--- config.mk ---
export PLATFORM = sky130hd
export DESIGN_NAME = mem_dump_reader_flat
export DESIGN_NICKNAME = d
export VERILOG_FILES = /design/src/rtl/mips_pkg.sv /design/src/rtl/mem_dump_reader_if.sv /design/src/rtl/mem_word_assembler.sv /design/src/rtl/mem_dump_reader.sv /design/src/flat_wrapper.sv
export SDC_FILE = /design/constraint.sdc
export NUM_CORES = 1
export LEC_CHECK = 0
export CORE_AREA = 3 3 165 87
export DETAILED_ROUTE_END_ITERATION = 10
export DIE_AREA = 0 0 168 90
export PLACE_DENSITY_LB_ADDON = 0.3
export SYNTH_ARGS = -nofsm -noshare
export SYNTH_HDL_FRONTEND = slang
export SYNTH_SLANG_ARGS = --single-unit
--- constraint.sdc ---
create_clock -name clk -period 2.7 [get_ports clk]
set_input_delay 0.27 -clock clk [delete_from_list [all_inputs] [get_ports clk]]
set_output_delay 0.27 -clock clk [all_outputs]
set_load 0.01 [all_outputs]
--- src/rtl/mips_pkg.sv ---
// mips_pkg: types shared by the memory debug-port helpers
// (dump FSM states, word geometry, byte-lane index).
package mips_pkg;

   localparam int WORD_BYTES = 4;

   typedef logic [$clog2(WORD_BYTES)-1:0] lane_idx_t;

   typedef enum logic [2:0] {
      S_IDLE,
      S_READ,
      S_LAST,
      S_OUT,
      S_DONE
   } dump_state_t;

endpackage

--- src/rtl/mem_dump_reader_if.sv ---
// mem_dump_reader_if: debug byte port of MEM.bytes plus the
// valid/ready word stream produced by the dump reader.
interface mem_dump_reader_if #(
   parameter int ADDR_W = 32
);

   logic              mem_rd;
   logic [ADDR_W-1:0] mem_addr;
   logic [7:0]        mem_rdata;

   logic              out_valid;
   logic              out_ready;
   logic [31:0]       out_data;
   logic [ADDR_W-1:0] out_addr;
   logic              out_last;

   modport master (
      output mem_rd,
      output mem_addr,
      input  mem_rdata,
      output out_valid,
      input  out_ready,
      output out_data,
      output out_addr,
      output out_last
   );

   modport slave (
      input  mem_rd,
      input  mem_addr,
      output mem_rdata,
      input  out_valid,
      output out_ready,
      input  out_data,
      input  out_addr,
      input  out_last
   );

endinterface

--- src/rtl/mem_word_assembler.sv ---
// mem_word_assembler: four byte-lane capture register that
// rebuilds a little-endian word one lane at a time.
module mem_word_assembler
   import mips_pkg::*;
(
   input  logic        clk,
   input  logic        reset,
   input  logic        clr,
   input  logic        we,
   input  lane_idx_t   lane,
   input  logic [7:0]  din,
   output logic [31:0] word
);

   always_ff @(posedge clk or negedge reset) begin
      if (!reset) begin
         word <= '0;
      end else if (clr) begin
         word <= '0;
      end else if (we) begin
         word[{lane, 3'b000} +: 8] <= din;
      end
   end

endmodule

--- src/rtl/mem_dump_reader.sv ---
// mem_dump_reader: walks a word range of MEM.bytes and streams LE words.
// Optional running checksum port when MEM_DUMP_CHECKSUM_EN is defined.
module mem_dump_reader
   import mips_pkg::*;
#(
   parameter int ADDR_W = 32,
   parameter int CNT_W  = 16
) (
   input  logic              clk,
   input  logic              reset,
   input  logic              start,
   input  logic [ADDR_W-1:0] base_addr,
   input  logic [CNT_W-1:0]  word_count,
   output logic              busy,
   output logic              done,
`ifdef MEM_DUMP_CHECKSUM_EN
   output logic [31:0]       checksum,
`endif
   mem_dump_reader_if.master bus
);

   dump_state_t       state;
   dump_state_t       nxt;
   lane_idx_t         idx;
   lane_idx_t         cap_lane;
   logic [ADDR_W-1:0] word_addr;
   logic [CNT_W-1:0]  remaining;
   logic [31:0]       word;
   logic              accept;
   logic              hs;
   logic              last_word;
   logic              cap_we;

   assign accept    = (state == S_IDLE) && start;
   assign hs        = (state == S_OUT) && bus.out_ready;
   assign last_word = (remaining == CNT_W'(1));
   assign cap_lane  = idx - 1'b1;

   always_ff @(posedge clk or negedge reset) begin
      if (!reset) begin
         state <= S_IDLE;
      end else begin
         state <= nxt;
      end
   end

   always_comb begin
      nxt = state;
      unique case (state)
         S_IDLE: begin
            if (start) begin
               nxt = (word_count == '0) ? S_DONE : S_READ;
            end
         end
         S_READ: begin
            if (idx == lane_idx_t'(WORD_BYTES - 1)) begin
               nxt = S_LAST;
            end
         end
         S_LAST: nxt = S_OUT;
         S_OUT: begin
            if (bus.out_ready) begin
               nxt = last_word ? S_DONE : S_READ;
            end
         end
         S_DONE: nxt = S_IDLE;
         default: nxt = S_IDLE;
      endcase
   end

   // Lane idx-1 receives the byte read on the previous cycle.
   always_comb begin
      busy          = (state != S_IDLE);
      done          = (state == S_DONE);
      bus.mem_rd    = (state == S_READ);
      bus.out_valid = (state == S_OUT);
      cap_we        = ((state == S_READ) && (idx != '0))
                    || (state == S_LAST);
   end

   assign bus.mem_addr = word_addr + ADDR_W'(idx);
   assign bus.out_data = word;
   assign bus.out_addr = word_addr;
   assign bus.out_last = last_word;

   always_ff @(posedge clk or negedge reset) begin
      if (!reset) begin
         idx       <= '0;
         word_addr <= '0;
         remaining <= '0;
      end else if (accept) begin
         idx       <= '0;
         word_addr <= base_addr & ~ADDR_W'(WORD_BYTES - 1);
         remaining <= word_count;
      end else begin
         if (state == S_READ) begin
            idx <= idx + 1'b1;
         end
         if (hs) begin
            remaining <= remaining - 1'b1;
            word_addr <= word_addr + ADDR_W'(WORD_BYTES);
         end
      end
   end

   mem_word_assembler u_asm (
      .clk   (clk),
      .reset (reset),
      .clr   (accept),
      .we    (cap_we),
      .lane  (cap_lane),
      .din   (bus.mem_rdata),
      .word  (word)
   );

`ifdef MEM_DUMP_CHECKSUM_EN
   always_ff @(posedge clk or negedge reset) begin
      if (!reset) begin
         checksum <= '0;
      end else if (accept) begin
         checksum <= '0;
      end else if (hs) begin
         checksum <= checksum + word;
      end
   end
`endif

endmodule

--- src/flat_wrapper.sv ---
// flat-port wrapper written by rule: the top's interface ports become plain ports
module mem_dump_reader_flat import mips_pkg::*;
#(
   parameter int ADDR_W = 32,
   parameter int CNT_W  = 16
)
  (clk, reset, start, base_addr, word_count, busy, done, bus_mem_rd, bus_mem_addr, bus_mem_rdata, bus_out_valid, bus_out_ready, bus_out_data, bus_out_addr, bus_out_last);
  mem_dump_reader_if #(.ADDR_W(ADDR_W)) bus_i ();
  input  logic clk;
  input  logic reset;
  input  logic start;
  input  logic [ADDR_W-1:0] base_addr;
  input  logic [CNT_W-1:0] word_count;
  output logic busy;
  output logic done;
  output wire logic [$bits(bus_i.mem_rd)-1:0] bus_mem_rd;
  output wire logic [$bits(bus_i.mem_addr)-1:0] bus_mem_addr;
  input wire logic [$bits(bus_i.mem_rdata)-1:0] bus_mem_rdata;
  output wire logic [$bits(bus_i.out_valid)-1:0] bus_out_valid;
  input wire logic [$bits(bus_i.out_ready)-1:0] bus_out_ready;
  output wire logic [$bits(bus_i.out_data)-1:0] bus_out_data;
  output wire logic [$bits(bus_i.out_addr)-1:0] bus_out_addr;
  output wire logic [$bits(bus_i.out_last)-1:0] bus_out_last;
  assign bus_mem_rd = bus_i.mem_rd;
  assign bus_mem_addr = bus_i.mem_addr;
  assign bus_i.mem_rdata = bus_mem_rdata;
  assign bus_out_valid = bus_i.out_valid;
  assign bus_i.out_ready = bus_out_ready;
  assign bus_out_data = bus_i.out_data;
  assign bus_out_addr = bus_i.out_addr;
  assign bus_out_last = bus_i.out_last;
  mem_dump_reader #(.ADDR_W(ADDR_W), .CNT_W(CNT_W)) u_core (.clk(clk), .reset(reset), .start(start), .base_addr(base_addr), .word_count(word_count), .busy(busy), .done(done), .bus(bus_i));
endmodule
-- Word-level counts from Yosys, hierarchy flattened
Cells that the tools add are included.
Widths: inputs -> output; s select.
- bits in registers: 85
- latch bits: 0
- memory bits (writable): 0
- bits in read-only memories: 0
- output and inout bits: 101
- word-level logic and storage cells: 49
- memories: 0
- add/sub/neg operators: 6
- multipliers: 0
- div/mod/pow operators: 0
- order comparisons: 0
- equality and inequality tests: 9
- shift operators: 2
- mux-type cells: 15
- bitwise logic cells: 0
- reduce and logical (&&, ||, !) cells: 12
- operator list (kind ; count):
    $mux 32 ; 4
    $add 32x2->32 ; 1
    $add 32x3->32 const B ; 1
    $bwmux 32 ; 1
    $mux 16 ; 2
    $shift 8x7->32 const A ; 1
    $shiftx 8x7->32 ; 1
    $eq 16x1->1 const B ; 1
    $logic_not 16->1 ; 1
    $sub 16x1->16 const B ; 1
    $mux 3 ; 5
    $pmux 3 s4 ; 1
    $reduce_bool 2->1 ; 4
    $neg 5->7 ; 1
    $eq 3x2->1 const B ; 2
    $mux 2 ; 2
    $ne 2x1->1 const B ; 2
    $eq 3x1->1 const B ; 1
    $eq 3x3->1 const B ; 1
    $logic_and 1x1->1 ; 3
    $logic_not 3->1 ; 1
    $reduce_and 3->1 ; 1
    $reduce_bool 3->1 ; 1
    $add 2x1->2 const B ; 1
    4 further kinds ; 4

-- Depth between registers and ports, before layout
Gate-level depths: netlist of the first run.
- depth in word-level cells: 6
- mapped depth: 8
- gate-level depth less buffers: 7

-- Modules after synthesis
A second synthesis of the first run with hierarchy kept.
- cell total of the unflattened synthesis: 501
- area, all modules: 4639.4 µm²
- by module, submodules not included (module ; instances ; cells an instance ; area each (µm²) ; sequential area each (µm²)):
    mem_dump_reader ; 1 ; 387 ; 3175.5 ; 1276.2
    mem_word_assembler ; 1 ; 114 ; 1463.9 ; 800.8

-- Least setup slack after synthesis of the first run
Ideal clock, no wire load.
- kind: register to register
- from: reg u_core.idx[0]
- to: reg u_core.u_asm.word[14]
- setup time: 0.083 ns
- data arrival time: 1.981 ns
- required time: 2.617 ns
- setup slack: 0.636 ns
- cell stages (with the launch flop): 9
- clock period less this slack: 2.064 ns
- path through: dfrtp_1 inv_1 ha_1 nor3b_1 o21ai_0 a21oi_1 clkbuf_1 nand3_1 o21ai_0
- word-level cells in the longest chain between the ends: 6
- RTL lines (what ; line ; source):
    start, declared ; mem_dump_reader.sv:24 ; lane_idx_t idx;
    start signal, assigned ; mem_dump_reader.sv:97 ; idx <= idx + 1'b1;
    $sub 2x1->2 ; mem_dump_reader.sv:37 ; assign cap_lane = idx - 1'b1;
    $neg 5->7 ; mem_word_assembler.sv:21 ; word[{lane, 3'b000} +: 8] <= din;
    $shiftx 8x7->32 or $shift 8x7->32 (tied branches) ; mem_word_assembler.sv:21 ;
    $bwmux 32 ; mem_word_assembler.sv:21 ;
    $mux 32 ; mem_word_assembler.sv:20 ; end else if (we) begin
    $mux 32 ; mem_word_assembler.sv:18 ; end else if (clr) begin
    end signal, assigned by index ; mem_word_assembler.sv:21 ;
    end, declared ; mem_word_assembler.sv:12 ; output logic [31:0] word
Several ways; a longest one is shown, not always the timed one. The select of a mux whose other input is x is not followed.
A chain may end at the register's enable or synchronous reset.

-- Worst setup path after layout of the first run
- from: reg u_core.remaining[8]
- to: out bus_out_last
- word-level cells in the longest chain between the ends: 1
- RTL lines (what ; line ; source):
    start, declared ; mem_dump_reader.sv:27 ; logic [CNT_W-1:0] remaining;
    start signal, assigned ; mem_dump_reader.sv:94 ; remaining <= word_count;
    start signal, assigned ; mem_dump_reader.sv:100 ; remaining <= remaining - 1'b1;
    $eq 16x1->1 ; mem_dump_reader.sv:36 ; assign last_word = (remaining == CNT_W'(1));
    end, declared ; flat_wrapper.sv:23 ; output wire logic [$bits(bus_i.out_last)-1:0] bus_out_last;
Every way passes these cells.

==> run metrics, run 1 <==
via-per-instance ratio 5.35; Seq/Total Area, Yosys 46.2%; global-route wire length before repair 21,800 um; startpoint types register; leakage 2.53 nW; Max VDD drop 0.402 mV; Tot Pwr around 6.4 mW; Final Skew 0.00900 ns; Worst path max stage delay slightly below 0.6 ns; PwrDens 991 nW/um2; Iter 0 DRT Violations 248; fin crit period 2.59 ns; Synth warnings 0; # rows 29; max_cap viols 0; vias after detailed routing roughly 4,300; #FFs+latches synth 83; worst r2r dst u_core.bus.out_addr[29]; largest net degree at the start of global routing 50; CP Data Required Time 2.43 ns; RSZ-0062 raised after global routing no; Setup TNS Final 0 ns; worst-path fanout max 7; chip width 168 um; async set-reset flop share out of synthesis 100%; layout cells sized above 1 7.05%; CP arrival 2.32 ns; total core area 12,700 um2; total routed wirelength roughly 13,000 um; Most used DFF post-synth dfrtp_1; Die Y-Extent 90 um; I/O Buffers 156; hold_ws ~0.5 ns; # diodes 0; outcome completed; fillcell total between 1,000 and 1,500; CP delay by family, top simple AND/OR/NAND/NOR gates; Post-synth EDFFs 0; # setup viols final 0; clk root buf clkbuf_16; final hold violation count 0; Max Slew Vio Count 0; TritonRoute pass-1 iters 5; Sink Count 83; crit path kind register to primary output; post-DP HPWL 9830 um; drc violations 0; GRT overflow 0; hold-critical path depth 3; drt wl/cell 16.3 um; Final ANT Viol Nets 0; crit end category primary output; placed cell count 790; Rel. slew slack between 50% and 60%; Worst-Skew Late Latency roughly 0.33 ns; achievable frequency 0.386 GHz; fin util 51.0%; Syn Inst Count 506; Synth cell types 53; critical path, cell by cell or4_1, nand2b_2, nor3_2, clkdlybuf4s50_1; slew of the pin with the lowest slew margin 0.745 ns; worst hold path type primary input to register; die area roughly 15,000 um2; worst reg2reg path startpoint u_core.bus.out_addr[6]; number of global-route vias before repair 4,236; WP buf/inv 1; Clock Path Buffers 2; reg2reg setup slack 0.47 ns; Final #Nets 700; All-Layer GR Usage 17.3%; Num CTS Buffers 9; Non-Filler Instances 808; I/O pin count approximately 160; HP Start base_addr[7]; Hold Path End u_core.bus.out_addr[7]; initial core utilization 35.3%; Critical-path top delay cell clkdlybuf4s50_1; Mean Syn Cell Area 8.88 um2; CTS clk-pin slew, worst paths 0.07 ns; initial antenna violation count 0; R2R depth 5; htree depth 3; TritonCTS clock tree yes; Mapped Area 4490 um2; Tcrit/Tclk final 96.1%; GPL Wtd Cong between 0.8 and 0.9; synthesis-to-layout area growth 44.6%
state kept, by name, indices dropped and copies added (netlist names):
signal               cells
u_core.remaining        16
u_core.idx               2
u_core.state             3
u_core.bus.out_addr     30
u_core.u_asm.word       32
synth_stat cells (2+ instances only):
cell type	count	area, um2
xor2_1	7	61.3
buf_2	6	30.0
nand3b_1	2	15.0
and4_1	3	26.3
o21ai_0	37	185
nand2_1	65	244
dfrtp_1	83	2080
nor4b_1	2	17.5
a221o_1	4	40.0
xnor2_1	6	52.6
a22o_1	16	140
clkbuf_1	49	184
nand4_1	10	62.6
nor3b_1	3	22.5
o31ai_1	8	60.1
a21oi_1	10	50.1
or2_2	2	12.5
a31oi_1	6	37.5
and3_1	5	31.3
nor4_1	17	106
nand3_1	40	200
buf_4	2	15.0
or4_1	6	45.0
inv_1	17	63.8
a21o_1	2	15.0
o211ai_1	17	128
mux2_2	2	22.5
ha_1	7	87.6
nor3_1	11	55.1
nand4b_1	2	17.5
and2_1	2	12.5
nor2_1	23	86.3
o311ai_0	13	114
or3_1	2	12.5
cell type report:
cell class	instances	area (um2)	area share [%]
flip-flops and latches	83	2080	32.0
inverters	18	67.6	1.04
multi-input cells	347	2120	32.6
well taps	170	213	3.28
clock inverters	7	83.8	1.29
repair buffers	174	1710	26.3
clock buffers	9	225	3.47
cells in the final DEF (no fill, tap or decap), drive strengths merged, types with 7 or more instances in the layout:
cell type        n
nand3           40
nand4           11
o311ai          13
nor3            11
nor4            18
inv             20
clkdlybuf4s50  155
buf             18
xor2             7
a21oi           10
dfrtp           83
o31ai            8
nand2           65
o21ai           37
or4              7
nor2            23
o211ai          17
clkbuf           9
ha               7
a22o            16
power by group:
part / switching (mW) / internal (mW)
Combinational: 1.36 / 1.55
Clock: 0.519 / 0.733
Sequential: 0.582 / 1.68
Total: 2.46 / 3.97
worst max-delay path by stage:
stage | start | end | slack (ns) | depth (start not counted)
finish | u_core.remaining[8] | bus_out_last | 0.11 | 4
global route | u_core.remaining[8] | bus_out_last | 0.03 | 4
CTS | u_core.remaining[8] | bus_out_last | 0.10 | 4
detailed placement | bus_out_ready | u_core.remaining[8] | 0.35 | 6
global placement | bus_out_ready | u_core.remaining[8] | 0.37 | 6
floorplan | u_core.idx[0] | u_core.u_asm.word[14] | 0.64 | 8
tightest hold or removal path, cell delays in order:
cell and delay, ns:
clkdlybuf4s50_1 0.39, nand2_1 0.05, o21ai_0 0.06
through the flow:
stage	area [um2]	setup WS, ns
floorplan	4500	0.636
global placement	6160	0.366
detailed placement	6160	0.346
CTS	6480	0.100
global route	6490	0.0299
finish	6490	0.106
per-layer routing:
| layer | wire length (um) | GRT usage, % | vias up |
|---|---|---|---|
| li1 | - | - | 2089 |
| met1 | 6110 | 23.6 | 2084 |
| met2 | 6210 | 28.1 | 136 |
| met3 | 696 | 3.90 | 15 |
| met4 | 129 | 3.81 | 0 |
| met5 | 0 | 0 | - |
kinds of logic (layout without fill, tap and decap cells):
group / after synthesis / in the layout / synth area share, %
xor gates and xnor gates: 13 / 13 / 2.53
other: 1 / 2 / 0.0835
AOI/OAI and AO/OA: 122 / 122 / 18.8
buffers and inverters: 77 / 208 / 6.88
and+or+nand+nor: 201 / 201 / 23.0
muxes: 2 / 2 / 0.501
DFF: 83 / 83 / 46.2
adders and majority gates: 7 / 7 / 1.95
repair_timing:
action / CTS / global route
hold buffers: 1 / 0
resized for setup: 1 / 1
setup endpoints to repair: 1 / 1
hold endpoints to repair: 1 / 0
pin swaps: 0 / 1
setup buffers: 0 / 1
(Power assumes the default switching activity.)
==> run 2: changes to the inputs <==
--- a/config.mk
+++ b/config.mk
@@ -5,9 +5,9 @@
 export SDC_FILE = /design/constraint.sdc
 export NUM_CORES = 1
 export LEC_CHECK = 0
-export CORE_AREA = 3 3 165 87
+export CORE_AREA = 5 5 167 89
 export DETAILED_ROUTE_END_ITERATION = 10
-export DIE_AREA = 0 0 168 90
+export DIE_AREA = 0 0 172 94
 export PLACE_DENSITY_LB_ADDON = 0.3
 export SYNTH_ARGS = -nofsm -noshare
 export SYNTH_HDL_FRONTEND = slang
==> run 2 against run 1 <==
Against the previous run: via count is 3.1% higher; combinational power is 1% higher; setup slack better by 0.18 ns.
==> run metrics, run 2 (synthesis results as in run 1) <==
die area 16,200 um2 (was 15,100 um2); # rows 30 (was 29); most frequent cells in the layout 154 x clkdlybuf4s50_1, 83 x dfrtp_1, 65 x nand2_1 (was 155 x clkdlybuf4s50_1, 83 x dfrtp_1, 65 x nand2_1); fillcell total 1,250 (was 1,181); layout cells sized above 1 6.74% (was 7.05%); Post-CTS Repair Setup Buffers 0 (unchanged); Largest Register u_core.u_asm.word (unchanged); Sink Count 83 (unchanged); TritonCTS clock tree yes (unchanged); clk root buf clkbuf_16 (unchanged); final hold violation count 0 (unchanged); CP Data Required Time 2.43 ns (about the same); vias after detailed routing 4,457 (was 4,324); outcome completed (unchanged); I/O pin count 161 (unchanged); max_cap viols 0 (unchanged); Die Y-Extent 94 um (was 90 um); Final Skew 0.0108 ns (was 0.00900 ns); total core area 13,200 um2 (was 12,700 um2); initial antenna violation count 0 (unchanged); CP arrival 2.14 ns (was 2.32 ns); Design Area, Final 6500 um2 (was 6490 um2); R2R depth 5 (unchanged); post-DP HPWL 11,300 um (was 9830 um); pre-CTS WS 0.315 ns (was 0.346 ns); fin crit period 2.41 ns (was 2.59 ns); Max VDD drop 0.409 mV (was 0.402 mV); Worst-Skew Late Latency 0.34 ns (was 0.33 ns); Iter 0 DRT Violations 482 (was 248); chip width 172 um (was 168 um); initial core utilization 34.0% (was 35.3%); total net switching power 2.52 mW (was 2.46 mW); placed cell count 798 (was 790); worst-path fanout max 7 (unchanged); Non-Filler Instances 814 (was 808); Clock Path Buffers 2 (unchanged); largest net degree at the start of global routing 57 (was 50); Clock power frac 19.3% (was 19.5%); Placed Area 6190 um2 (was 6160 um2); CTS clk-pin slew, worst paths 0.07 ns (about the same); Rel. slew slack 45.8% (was 50.1%); # setup viols final 0 (unchanged); Final ANT Viol Nets 0 (unchanged); synthesis-to-layout area growth 44.8% (was 44.6%); startpoint types register (unchanged); crit path kind register to primary output (unchanged); All-Layer GR Usage 18.3% (was 17.3%); RSZ-0062 raised after global routing no (unchanged); drc violations 0 (unchanged); PwrDens 1000 nW/um2 (was 991 nW/um2); I/O Buffers 156 (unchanged); GPL Wtd Cong 0.853 (was 0.858); final worst-path setup slack 0.289 ns (was 0.106 ns); commonest non-fill, non-tap cell in the layout clkdlybuf4s50_1 (unchanged); TritonRoute pass-1 iters 5 (unchanged); drt wl/cell 18.2 um (was 16.3 um); sequential share of power 35.2% (about the same); Switching Share 38.7% (was 38.3%); number of global-route vias before repair 4,273 (was 4,236); total routed wirelength 14,800 um (was 13,200 um); Final #Nets 701 (was 700); achievable frequency 0.415 GHz (was 0.386 GHz); combinational power share 45.5% (was 45.3%); slew of the pin with the lowest slew margin 0.808 ns (was 0.745 ns); Tcrit/Tclk final 89.3% (was 96.1%); GRT overflow 0 (unchanged); # diodes 0 (unchanged); crit end category primary output (unchanged); Num CTS Buffers 9 (unchanged); leakage 2.54 nW (was 2.53 nW); max reg flops 32 (unchanged); global-route wire length before repair 23,500 um (was 21,800 um); via-per-instance ratio 5.48 (was 5.35); worst hold path type primary input to async pin (was primary input to register); Max Slew Vio Count 0 (unchanged); Internal Power 3.99 mW (was 3.97 mW); htree depth 3 (unchanged); Setup TNS Final 0 ns (unchanged)
run 2: final timing paths:
kind,from,to,slack [ns]
setup / recovery,u_core.remaining[8],bus_out_last,0.29
hold / removal,reset,u_core.bus.out_addr[24],0.41
setup reg to reg,u_core.bus.out_addr[6],u_core.bus.out_addr[27],0.41
hold reg to reg,u_core.u_asm.word[0],u_core.u_asm.word[0],0.51
min in group clk,base_addr[25],u_core.bus.out_addr[25],0.48
max in group asynchronous,reset,u_core.u_asm.word[14],1.63
run 2: power groups by stage:
| stage | sequential (mW) | combinational [mW] | clock, mW |
|---|---|---|---|
| 6_report | 2.29 | 2.96 | 1.26 |
| 5_1_grt | 2.38 | 3.23 | 1.33 |
| 4_1_cts | 2.28 | 2.99 | 1.28 |
| 3_5_place_dp | 2.29 | 2.98 | 0 |
| 3_3_place_gp | 2.26 | 2.92 | 0 |
| 2_1_floorplan | 2.27 | 1.41 | 0 |
run 2: layer usage:
layer | GRT usage (%) | vias up | part of all wire [%]
met5 | 0 | - | 0
li1 | - | 2094 | -
met2 | 25.7 | 197 | 42
met4 | 3.07 | 0 | 0.41
met3 | 4.58 | 6 | 9.6
met1 | 28.4 | 2160 | 48
run 2: worst max-delay path, stage by stage (launching register included):
cell and delay [ns]:
dfrtp_1 0.40, or4_1 0.63, nand2b_1 0.24, nor3_1 0.20, dlygate4sd2_1 0.33
run 2: per-stage QoR:
stage / power [mW] / hold slack, ns / utilization [%]
5_1_grt: 6.94 / 0.451 / 49.2
3_3_place_gp: 5.18 / 0.223 / 46.9
2_1_floorplan: 3.68 / -0.0256 / -
3_5_place_dp: 5.27 / 0.229 / 46.9
6_report: 6.50 / 0.411 / 49.2
4_1_cts: 6.55 / 0.415 / 49.2
run 2: repair_timing:
action | in CTS | in global routing
endpoints found under the hold margin | 30 | 0
setup endpoints to repair | 1 | 0
resized for setup | 1 | 0
hold buffers | 1 | 0
run 2: area by class of cell:
cell class / count / area (um2) / area share [%]
tap: 176 / 220 / 3.39
sequential: 83 / 2080 / 31.9
multi-input combinational: 347 / 2110 / 32.4
timing repair buffer: 175 / 1730 / 26.6
inverter: 18 / 67.6 / 1.04
clock inverter: 5 / 62.6 / 0.962
clock buffer: 10 / 239 / 3.67
==> run 3: changes to the inputs <==
--- a/config.mk
+++ b/config.mk
@@ -5,10 +5,13 @@
 export SDC_FILE = /design/constraint.sdc
 export NUM_CORES = 1
 export LEC_CHECK = 0
-export CORE_AREA = 5 5 167 89
+export ABC_CLOCK_PERIOD_IN_PS = 2700
+export CORE_AREA = 5 5 169 90
+export CTS_BUF_LIST = sky130_fd_sc_hd__clkbuf_2 sky130_fd_sc_hd__clkbuf_4 sky130_fd_sc_hd__clkbuf_8
 export DETAILED_ROUTE_END_ITERATION = 10
-export DIE_AREA = 0 0 172 94
+export DIE_AREA = 0 0 174 95
 export PLACE_DENSITY_LB_ADDON = 0.3
 export SYNTH_ARGS = -nofsm -noshare
 export SYNTH_HDL_FRONTEND = slang
+export SYNTH_HIERARCHICAL = 1
 export SYNTH_SLANG_ARGS = --single-unit
==> run 3 against run 2 <==
Against the previous run: wire length rose by 4.0%; die area rose by 2.2%; first-iteration DRC count fell by 17%; final cell count fell by 1.1%; register-to-register slack got worse by 0.04 ns; critical endpoint is now bus_mem_rd; critical path depth fell by 1; clock skew fell by 0.0013 ns; synthesized area rose by 3.3%; clock-buffer cell count rose by 1; via count fell by 0.63%; combinational power rose by 33%; largest cell class unchanged; maximum frequency rose by 1.3%.
==> run metrics, run 3 <==
worst reg2reg path startpoint u_core/idx[0] (was u_core.bus.out_addr[6]); # diodes 0 (unchanged); Internal Power 4.22 mW (was 3.99 mW); synthesis-to-layout area growth 39.6% (was 44.8%); Rel. slew slack 26.9% (was 45.8%); Worst-Skew Late Latency 0.36 ns (was 0.34 ns); max_cap viols 0 (unchanged); CP Data Required Time 2.43 ns (about the same); cts hold-fix bufs 0 (was 1); via-per-instance ratio 5.50 (was 5.48); Largest Register u_core/u_asm/word (was u_core.u_asm.word); sequential share of power 33.9% (was 35.2%); most frequent cell after synthesis dfrtp_1 (unchanged); dominant cell type by area after synthesis dfrtp_1 (unchanged); total core area 13,800 um2 (was 13,200 um2); Iter 0 DRT Violations 400 (was 482); Post-synth EDFFs 0 (unchanged); All-Layer GR Usage 18.9% (was 18.3%); Tcrit/Tclk final 88.1% (was 89.3%); commonest non-fill, non-tap cell in the layout clkdlybuf4s50_1 (unchanged); Die Y-Extent 95 um (was 94 um); final hold violation count 0 (unchanged); post-DP HPWL 11,500 um (was 11,300 um); RSZ-0062 raised after global routing no (unchanged); worst-path fanout max 12 (was 7); initial core utilization 33.6% (was 34.0%); Final ANT Viol Nets 0 (unchanged); Post-synth top cells 83 x dfrtp_1, 69 x nand2_1, 46 x clkbuf_1 (was 83 x dfrtp_1, 65 x nand2_1, 49 x clkbuf_1); #FFs+latches synth 83 (unchanged); Sink Count 83 (unchanged); Setup TNS Final 0 ns (unchanged); share of the synthesized area in the top cell type 44.8% (was 46.2%); drc violations 0 (unchanged); # rows 31 (was 30); max reg flops 32 (unchanged); total routed wirelength 15,400 um (was 14,800 um); Final Skew 0.00956 ns (was 0.0108 ns); Most used DFF post-synth dfrtp_1 (unchanged); most frequent cells in the layout 154 x clkdlybuf4s50_1, 83 x dfrtp_1, 69 x nand2_1 (was 154 x clkdlybuf4s50_1, 83 x dfrtp_1, 65 x nand2_1); die area 16,500 um2 (was 16,200 um2); GPL Wtd Cong 0.874 (was 0.853); worst hold path type primary input to async pin (unchanged); Synth cell types 61 (was 53); Num CTS Buffers 9 (unchanged); Max VDD drop 0.447 mV (was 0.409 mV); Max Slew Vio Count 0 (unchanged); layout cells sized above 1 7.53% (was 6.74%); chip width 174 um (was 172 um); combinational power share 53.4% (was 45.5%); Final #Nets 690 (was 701); Clock Path Buffers 2 (unchanged); I/O Buffers 156 (unchanged); startpoint types register (unchanged); Seq/Total Area, Yosys 44.8% (was 46.2%); top post-synthesis cells by area dfrtp_1 45%, nand2_1 5.6%, a32o_1 5.4% (was dfrtp_1 46%, nand2_1 5.4%, nand3_1 4.5%); global-route wire length before repair 24,700 um (was 23,500 um); outcome completed (unchanged); async set-reset flop share out of synthesis 100% (unchanged); crit end category primary output (unchanged); initial antenna violation count 0 (unchanged); Design Area, Final 6480 um2 (was 6500 um2); # setup viols final 0 (unchanged); Switching Share 42.6% (was 38.7%); GRT overflow 0 (unchanged); PwrDens 1140 nW/um2 (was 1000 nW/um2); vias after detailed routing 4,429 (was 4,457); fillcell total 1,311 (was 1,250); fin crit period 2.38 ns (was 2.41 ns); Syn Inst Count 501 (was 506); largest net degree at the start of global routing 84 (was 57); Mapped Area 4640 um2 (was 4490 um2); Placed Area 6270 um2 (was 6190 um2); I/O pin count 161 (unchanged); Synth warnings 6 (was 0); CP arrival 2.11 ns (was 2.14 ns); TritonRoute pass-1 iters 5 (unchanged); CTS clk-pin slew, worst paths 0.09 ns (was 0.07 ns); slew of the pin with the lowest slew margin 1.10 ns (was 0.808 ns); TritonCTS clock tree yes (unchanged); number of global-route vias before repair 4,348 (was 4,273); drt wl/cell 19.2 um (was 18.2 um); htree depth 3 (unchanged); leakage 2.56 nW (was 2.54 nW); hold_ws 0.110 ns (was 0.411 ns); clk root buf clkbuf_8 (was clkbuf_16); crit path launch u_core/state[0] (was u_core.remaining[8]); Mean Syn Cell Area 9.26 um2 (was 8.88 um2); total net switching power 3.13 mW (was 2.52 mW); achievable frequency 0.420 GHz (was 0.415 GHz); Clock power frac 12.6% (was 19.3%); crit path kind register to primary output (unchanged)
[run 3: cell count changes in the layout (fill, tap and decap cells not counted), sizes merged, moves of 11 or more]
cell,previous run,this run
a32o,0,25
o21ai,37,17
a22o,16,0
and2,2,13
nand3,40,29
[run 3: final cells by class]
class                           count  area [um2]  area share (%)
Clock buffer                       11         145            2.24
Clock inverter                      4        48.8           0.753
Inverter                           19        71.3            1.10
Multi-Input combinational cell    341        2270            35.1
Sequential cell                    83        2080            32.1
Tap cell                          181         226            3.50
Timing Repair Buffer              166        1640            25.3
[run 3: per-layer routing]
metal	global-route usage, %	vias to the layer above	part of all wire (%)
met5	0	-	0
met4	5.20	0	1.2
met3	3.80	18	5.9
met2	26.3	157	42
met1	29.2	2208	51
li1	-	2046	-
[run 3: metrics by stage]
stage / util (%) / instances / setup slack, ns / power, mW
after CTS: 46.9 / 805 / 0.0123 / 7.39
final: 46.9 / 805 / 0.321 / 7.35
after detailed placement: 45.4 / 790 / 0.347 / 6.41
after global routing: 46.9 / 805 / 0.101 / 7.87
after global placement: 45.4 / 790 / 0.377 / 6.26
after floorplan: - / 502 / 0.491 / 4.53
[run 3: final timing paths]
kind	to	slack (ns)	cells after the start
min in group clk	u_core/bus.out_addr[5]	0.44	3
max in group asynchronous	u_core/remaining[8]	1.90	1
hold / removal	u_core/bus.out_addr[2]	0.11	1
hold reg to reg	u_core/u_asm/word[17]	0.50	1
setup reg to reg	u_core/u_asm/word[27]	0.37	7
setup / recovery	bus_mem_rd	0.32	3
[run 3: kinds of logic after synthesis]
group	after synthesis	share of synthesized area, %
other cells	1	0.0808
flops	83	44.8
fa+ha+maj	10	2.70
buf+inv	78	6.90
xor+xnor	13	2.45
simple gates	200	22.8
compound gates	116	20.3
[run 3: worst max-delay path, stage by stage, from the launching register on]
cell and delay, ns:
dfrtp_1 0.56, inv_1 0.19, nor3_2 0.35, clkdlybuf4s50_1 0.65
[run 3: power groups by stage]
stage                     clock network (mW)  registers, mW  logic (mW)
after global routing                    1.01           2.61        4.25
after detailed placement                   0           2.51        3.90
after CTS                              0.964           2.49        3.93
after floorplan                            0           2.50        2.02
after global placement                     0           2.46        3.80
final                                  0.929           2.50        3.93
[run 3: timing repair]
| action | in CTS | in global routing |
|---|---|---|
| setup endpoints to repair | 1 | 2 |
| buffers inserted | 0 | 0 |
| gates resized for setup | 1 | 2 |
